File: config.mk
export PLATFORM = sky130hd
export DESIGN_NAME = sys_bridge_hs
export DESIGN_NICKNAME = d
export VERILOG_FILES = /design/src/rtl/sys_bridge_hs.sv
export SDC_FILE = /design/constraint.sdc
export NUM_CORES = 1
export LEC_CHECK = 0
export ABC_AREA = 0
export BUFFER_PORTS_ARGS = -buffer_cell sky130_fd_sc_hd__buf_2
export CAP_MARGIN = 15
export CELL_PAD_IN_SITES_DETAIL_PLACEMENT = 1
export CELL_PAD_IN_SITES_GLOBAL_PLACEMENT = 2
export CORE_MARGIN = 2
export CORE_UTILIZATION = 22
export CTS_BUF_LIST = sky130_fd_sc_hd__clkbuf_4 sky130_fd_sc_hd__clkbuf_8
export CTS_CLUSTER_SIZE = 28
export DETAILED_ROUTE_END_ITERATION = 7
export PLACE_DENSITY_LB_ADDON = 0.15
export SYNTH_ARGS = -nofsm -noshare
export SYNTH_HDL_FRONTEND = slang
export SYNTH_SLANG_ARGS = --single-unit
File: constraint.sdc
create_clock -name clk -period 2.2 [get_ports clk]
set_input_delay 0.44 -clock clk [delete_from_list [all_inputs] [get_ports clk]]
set_output_delay 0.44 -clock clk [all_outputs]
set_load 0.02 [all_outputs]
File: src/rtl/sys_bridge_hs.sv
// sys_bridge_hs: handshaked CPU-to-device bridge for the system-bus region.
//
// Latches one CPU access, decodes the target device from the address, drives
// that device until it answers (or the wait budget runs out), then returns the
// registered read data with a one-cycle PrReady pulse.
//
// Ports
//   clk, reset        rising-edge clock, synchronous active-high reset
//   PrReq/PrWen       CPU request and direction (1 = write), held until PrReady
//   PrAddr/PrWD       CPU byte address and write data
//   PrRD/PrReady/PrErr  read data, done pulse, error qualifier (valid with PrReady)
//   DevSel/DevWr      one-hot device select / write enable, ACCESS state only
//   DevAddr/DevWD     latched offset within the device window and write data
//   DevRD/DevReady    per-device read data (device i at [32*i+31:32*i]) and ready
module sys_bridge_hs #(
  parameter int unsigned DEV_COUNT   = 3,
  parameter int unsigned DEV_ADDR_WD = 4,
  parameter int unsigned DEV_ID_WD   = 2,
  parameter logic [31:0] BASE_ADDR   = 32'h0000_7F00,
  parameter int unsigned TIMEOUT     = 15
) (
  input  logic                      clk,
  input  logic                      reset,
  input  logic                      PrReq,
  input  logic                      PrWen,
  input  logic [31:0]               PrAddr,
  input  logic [31:0]               PrWD,
  output logic [31:0]               PrRD,
  output logic                      PrReady,
  output logic                      PrErr,
  output logic [DEV_COUNT-1:0]      DevSel,
  output logic [DEV_COUNT-1:0]      DevWr,
  output logic [DEV_ADDR_WD-1:0]    DevAddr,
  output logic [31:0]               DevWD,
  input  logic [32*DEV_COUNT-1:0]   DevRD,
  input  logic [DEV_COUNT-1:0]      DevReady
);

  localparam int unsigned RegionLsb = DEV_ADDR_WD + DEV_ID_WD;
  localparam int unsigned CntWd     = (TIMEOUT > 1) ? $clog2(TIMEOUT) : 1;
  localparam logic [CntWd-1:0] CntLast = CntWd'(TIMEOUT - 1);

  typedef enum logic [1:0] {
    StIdle,
    StAccess,
    StDone
  } stateT;

  stateT                  stateQ, stateD;
  logic                   wenQ;
  logic [DEV_ID_WD-1:0]   idQ;
  logic [DEV_ADDR_WD-1:0] devAddrQ;
  logic [31:0]            devWdQ;
  logic [CntWd-1:0]       cntQ, cntD;
  logic                   errQ, errD;
  logic [31:0]            prRdQ, prRdD;

  // Request decode, evaluated on the live CPU bus while idle.
  logic [DEV_ID_WD-1:0]   reqId;
  logic                   inRegion;
  logic                   idValid;

  assign reqId    = PrAddr[RegionLsb-1:DEV_ADDR_WD];
  assign inRegion = (PrAddr >> RegionLsb) == (BASE_ADDR >> RegionLsb);
  assign idValid  = {{(32 - DEV_ID_WD){1'b0}}, reqId} < DEV_COUNT;

  // Ready and read data of the latched target only; other devices are ignored.
  logic        selReady;
  logic [31:0] selRd;

  always_comb begin
    selReady = 1'b0;
    selRd    = '0;
    for (int i = 0; i < int'(DEV_COUNT); i++) begin
      if (idQ == DEV_ID_WD'(i)) begin
        selReady = DevReady[i];
        selRd    = DevRD[32*i +: 32];
      end
    end
  end

  // Next-state logic.
  always_comb begin
    stateD = stateQ;
    cntD   = cntQ;
    errD   = errQ;
    prRdD  = prRdQ;
    unique case (stateQ)
      StIdle: begin
        if (PrReq) begin
          cntD = '0;
          if (inRegion && idValid) begin
            stateD = StAccess;
            errD   = 1'b0;
          end else begin
            // Decode error: skip the device entirely and answer next cycle.
            stateD = StDone;
            errD   = 1'b1;
            prRdD  = '0;
          end
        end
      end
      StAccess: begin
        if (selReady) begin
          stateD = StDone;
          errD   = 1'b0;
          prRdD  = wenQ ? 32'h0 : selRd;
        end else if (cntQ == CntLast) begin
          stateD = StDone;
          errD   = 1'b1;
          prRdD  = '0;
        end else begin
          cntD = cntQ + CntWd'(1);
        end
      end
      StDone: begin
        stateD = StIdle;
      end
      default: begin
        stateD = StIdle;
      end
    endcase
  end

  always_ff @(posedge clk) begin
    if (reset) begin
      stateQ   <= StIdle;
      wenQ     <= 1'b0;
      idQ      <= '0;
      devAddrQ <= '0;
      devWdQ   <= '0;
      cntQ     <= '0;
      errQ     <= 1'b0;
      prRdQ    <= '0;
    end else begin
      stateQ <= stateD;
      cntQ   <= cntD;
      errQ   <= errD;
      prRdQ  <= prRdD;
      // Capture the access only when it is accepted; PrReq is ignored elsewhere.
      if (stateQ == StIdle && PrReq) begin
        wenQ     <= PrWen;
        idQ      <= reqId;
        devAddrQ <= PrAddr[DEV_ADDR_WD-1:0];
        devWdQ   <= PrWD;
      end
    end
  end

  // Device-side outputs are decoded from state so they drop as soon as ACCESS
  // is left (completion, timeout or reset).
  always_comb begin
    DevSel = '0;
    for (int i = 0; i < int'(DEV_COUNT); i++) begin
      DevSel[i] = (stateQ == StAccess) && (idQ == DEV_ID_WD'(i));
    end
  end

  assign DevWr   = DevSel & {DEV_COUNT{wenQ}};
  assign DevAddr = devAddrQ;
  assign DevWD   = devWdQ;

  assign PrReady = (stateQ == StDone);
  assign PrErr   = errQ;
  assign PrRD    = prRdQ;

  // At most one device is ever selected, and writes only go to the selected one.
  assert property (@(posedge clk) disable iff (reset) $onehot0(DevSel));
  assert property (@(posedge clk) disable iff (reset) (DevWr & ~DevSel) == '0);

endmodule

# Yosys cells after proc, flatten, opt, wreduce, memory -nomap -nowiden
# Cells that the tools add are included.
[totals]
register_bits = 78
word_cells = 60
in_bits = 167
out_inout_bits = 76
[op_classes]
muxes = 26
eq_ne = 11
magnitude_cmp = 1
bitwise_logic = 1
addsub = 1
reduce_logical = 12
[ops]
columns = ["op", "n"]
rows = [
  ["$mux W32", 8],
  ["$pmux W32 S2", 1],
  ["$eq A26 B9 Y1 const B", 1],
  ["$mux W4", 3],
  ["$mux W2", 4],
  ["$ne A2 B2 Y1 const B", 4],
  ["$pmux W4 S2", 1],
  ["$reduce_and A4 Y1", 2],
  ["$mux W1", 7],
  ["$logic_and A1 B1 Y1", 5],
  ["$add A4 B1 Y4 const B", 1],
  ["$eq A2 B1 Y1 const B", 2],
  ["$eq A2 B2 Y1 const B", 2],
  ["$eq A4 B4 Y1 const B", 1],
  ["$logic_not A2 Y1", 2],
  ["$pmux W2 S2", 1],
  ["$and A3 B3 Y3", 1],
  ["$ne A3 B3 Y1 const B", 1],
  ["$reduce_and A3 Y1", 1],
  ["$lt A2 B2 Y1 const B", 1],
  ["$pmux W1 S2", 1],
  ["$reduce_and A2 Y1", 1],
  ["$reduce_bool A2 Y1", 1],
]

# Depth between registers and ports, before layout
[depth]
depth_word = 7
mapped_depth = 8
ltp_nobuf = 6

# Worst setup path after synthesis
# OpenSTA, ideal clock, no wires.
[synth_timing]
kind = "flip-flop to output port"
startpoint = "reg idQ[1]"
endpoint = "out DevWr[0]"
path_stages_with_launch = 5
t_arrival_ns = 1.610
slack_ns = 0.150
required_time_ns = 1.760
cell_sequence = "dfxtp_1 > buf_4 > buf_1 > nor3_1 > and2_1"
[synth_via]
elab_chain_len = 3
[synth_rtl]
columns = ["element", "line", "rtl"]
rows = [
  ["start, declared", "51", "logic [DEV_ID_WD-1:0] idQ;"],
  ["start signal, assigned", "143", "idQ <= reqId;"],
  ["$logic_not A2 Y1", "155", "DevSel[i] = (stateQ == StAccess) && (idQ == DEV_ID_WD'(i));"],
  ["$logic_and A1 B1 Y1", "155", ""],
  ["net DevSel[0]", "31", "output logic [DEV_COUNT-1:0] DevSel,"],
  ["$and A3 B3 Y3", "159", "assign DevWr = DevSel & {DEV_COUNT{wenQ}};"],
  ["end, declared", "32", "output logic [DEV_COUNT-1:0] DevWr,"],
]
# The timed path passes the listed nets, and every way through them passes these cells.

# Worst setup path after layout
[layout_timing]
startpoint = "reg idQ[0]"
endpoint = "out DevWr[1]"
[layout_via]
elab_chain_len = 3
[layout_rtl]
columns = ["element", "line"]
rows = [
  ["$eq A2 B1 Y1", "155"],
  ["$logic_and A1 B1 Y1", "155"],
  ["$and A3 B3 Y3", "159"],
]
# Every way passes these cells.

==> key figures <==
Pwr
  • Peak supply drop: 0.241 mV
  • Power share of the clock group: 35.1%
  • P_sw: 861 uW
  • Sequential share of power: 47.9%
  • P_int: 2230 uW
  • Sw Ratio: 27.8%
  • PD cells: 584 mW/mm2
  • Combinational power share: 17.1%
  • Static Leakage: 0.00241 uW

Run
  • Max_cap viols: 0

Placement
  • # port buffers: 242
  • HPWL after DPL: 10,600 um
  • Final Wtd Congestion: 0.760

Yosys
  • Number of synthesized flops with an enable pin: 0
  • Register area share after synthesis: 42.5%
  • Synth Area per Inst: 7.71 um2
  • Top-area cell type share of the netlist area: 42.5%
  • Seq cells post-synth: 78
  • Netlist Area Pre-Place: 0.00367 mm2
  • Async set or reset register ratio after synthesis: 0%
  • Mapped Cells: 476
  • Post-synth top area cell: dfxtp_1
  • Synth cell count leaders: nand2_1 (144), dfxtp_1 (78), a21oi_1 (39)
  • Yosys cell types: 34
  • Top-count cell post-synth: nand2_1
  • Synth Warn #: 0
  • Syn_nets: 645
  • Synth area leaders: dfxtp_1 (43%), nand2_1 (15%), mux2i_1 (9.0%), nand2b_1 (5.6%), a21oi_1 (5.3%)
  • Ys flop type: dfxtp_1

CTS
  • H-tree depth: 3
  • Register clock-pin slew on the reported worst setup and hold paths: 0.08 ns
  • Hold-fix buffers, CTS: 0
  • CTS tree: built
  • Clock sinks: 78
  • Clock buffer depth: 2
  • Clock latency on the worst-skew pair: 0.36 ns
  • Post-CTS Setup Repair Bufs: 0
  • CTS buffer count: 9
  • Clk root buf: clkbuf_8

Routing
  • 1st-iter DRT viols: 121
  • Routed vias/inst: 4.35
  • Routed WL: 13,900 um
  • Post-DR wirelength/cell: 15.0 um
  • Vias after detailed routing: 4,045
  • Total iterations of the first detailed-routing run: 4
  • DRC: 0
  • DRT antenna net count: 0

Worst setup path
  • Critical Path RT: 1.76 ns
  • Bufs and invs on worst path: 2
  • Max incr delay on CP: 0.40 ns
  • Data arrival time of the worst path: 1.58 ns
  • Max stage delay cell, worst path: dfxtp_2
  • Critical Path Start: idQ[0]
  • CP endpoint kind: output port
  • Cell count along the critical path: 4
  • Crit path max fanout: 34
  • Cell family with most CP delay: simple AND/OR/NAND/NOR gates
  • Reg2reg end: PrRD[13]
  • Worst r2r src: idQ[0]
  • CP Class: flip-flop to output port
  • Slack of the worst reg-to-reg path: 0.27 ns
  • CP endpoint: DevWr[1]
  • Worst path cell trace: nor2b_2, buf_8, and3_1, buf_2
  • Reg2reg path depth: 5
  • Startpoint types: flip-flop

Timing
  • Worst rel slew slack: 70.8%
  • Final hold vios: 0
  • Worst-Margin Slew: 0.427 ns
  • Final setup vio count: 0
  • TNS Setup: 0 ns
  • Fin crit share: 92.0%
  • Clock Skew: 0.00707 ns
  • Fmax achieved: 494 MHz
  • Min Tclk post-route: 2.02 ns
  • Slew Limit Fails: 0
  • RSZ-0062 raised after global routing: false

Cells and area
  • Fill count: 2,098
  • Nets@finish: 873
  • Layout cells sized above 1: 39.0%
  • Area Overhead vs Synth: 44.3%
  • Final Util: 32.2%

GRT
  • Vias in the first global route: 4,307
  • Pin count of the biggest net entering global routing: 58
  • GRT Total Usage: 15.6%
  • Total grt overflow: 0
  • First-pass GRT wire length: 21,900 um
  • Initial antenna violation count: 2

Floorplanning
  • Die footprint: 0.0177 mm2
  • # IOs: 243
  • Starting Density: 22.3%
  • # rows: 47
  • Die Y-Extent: 133 um
  • Die W: 133 um
  • Core Area: 0.0165 mm2

Worst hold path
  • Min-delay worst type: input port to flip-flop

Status
  • Status: finished clean
-- worst min-delay path by stage --
stage / startpoint / to / slack (ns) / cells past startpoint
CTS: PrWD[19] / DevWD[19] / 0.28 / 3
finish: PrWD[19] / DevWD[19] / 0.31 / 3
global route: PrWD[11] / DevWD[11] / 0.30 / 3
floorplan: wenQ / wenQ / 0.47 / 2
global placement: DevWD[7] / DevWD[7] / 0.44 / 2
detailed placement: DevWD[31] / DevWD[31] / 0.44 / 2
-- cell type report --
| class | instances | area, um2 | area share, % |
|---|---|---|---|
| Tap cell | 220 | 275 | 5.20 |
| Inverter | 2 | 7.51 | 0.142 |
| Sequential cell | 78 | 1570 | 29.5 |
| Antenna cell | 1 | 2.50 | 0.0472 |
| Clock buffer | 10 | 138 | 2.60 |
| Clock inverter | 5 | 50.0 | 0.945 |
| Timing Repair Buffer | 253 | 1310 | 24.8 |
| Multi-Input combinational cell | 360 | 1950 | 36.7 |
-- what timing repair did --
| action | CTS | global route |
|---|---|---|
| setup endpoints to repair | 2 | 4 |
| gates resized for setup | 1 | 3 |
| hold endpoints to repair | 0 | 0 |
-- power groups by stage --
stage / logic [uW] / registers [uW] / clock network, uW
2_1_floorplan: 233 / 1560 / 0
3_3_place_gp: 532 / 1510 / 0
3_5_place_dp: 538 / 1520 / 0
4_1_cts: 542 / 1480 / 1150
5_1_grt: 594 / 1490 / 1210
6_report: 528 / 1480 / 1090
-- flip-flops by register name, indices dropped and copies added, names as in the netlist --
| register | flops |
|---|---|
| DevWD | 32 |
| PrRD | 32 |
| DevAddr | 4 |
| cntQ | 4 |
| idQ | 2 |
| stateQ | 2 |
| PrErr | 1 |
| wenQ | 1 |
-- cell families after synthesis --
group	share of synthesized area [%]
AOI/OAI and AO/OA	16.2
DFF	42.5
muxes	9.00
and+or+nand+nor	26.1
xor gates and xnor gates	0.716
adders and majority gates	0.682
buffers and inverters	4.77
-- routing by layer --
| layer | global-route usage (%) | up-vias | share of wire [%] |
|---|---|---|---|
| li1 | - | 2041 | - |
| met1 | 17.7 | 1846 | 42 |
| met2 | 28.3 | 138 | 50 |
| met3 | 4.41 | 18 | 6.7 |
| met4 | 5.26 | 2 | 1.6 |
| met5 | 0 | - | 0.072 |
-- cells in the final DEF (no fill, tap or decap), types with 7 or more instances in the layout --
| cell | count |
|---|---|
| buf_2 | 242 |
| mux2i_1 | 33 |
| buf_4 | 9 |
| a21oi_1 | 39 |
| nor2_1 | 7 |
| nand2b_1 | 33 |
| clkbuf_8 | 10 |
| nand2_1 | 144 |
| dfxtp_1 | 75 |
| o21ai_1 | 30 |
| o21ai_0 | 34 |
-- tightest hold or removal path: stages --
cell and delay (ns):
buf_2 0.10, nand2_1 0.04, a21oi_1 0.05
-- stage by stage --
step                hold slack [ns]  worst slack (ns)  total power, uW  instances  area (um2)
global placement              0.441             0.222             2050        913        5100
CTS                           0.283            0.0179             3170        928        5290
global route                  0.302            0.0383             3290        929        5300
floorplan                     0.472             0.150             1790        476        3670
detailed placement            0.445             0.176             2050        913        5100
finish                        0.313             0.176             3100        929        5300
No activity file was read; power rests on OpenSTA's default activity.
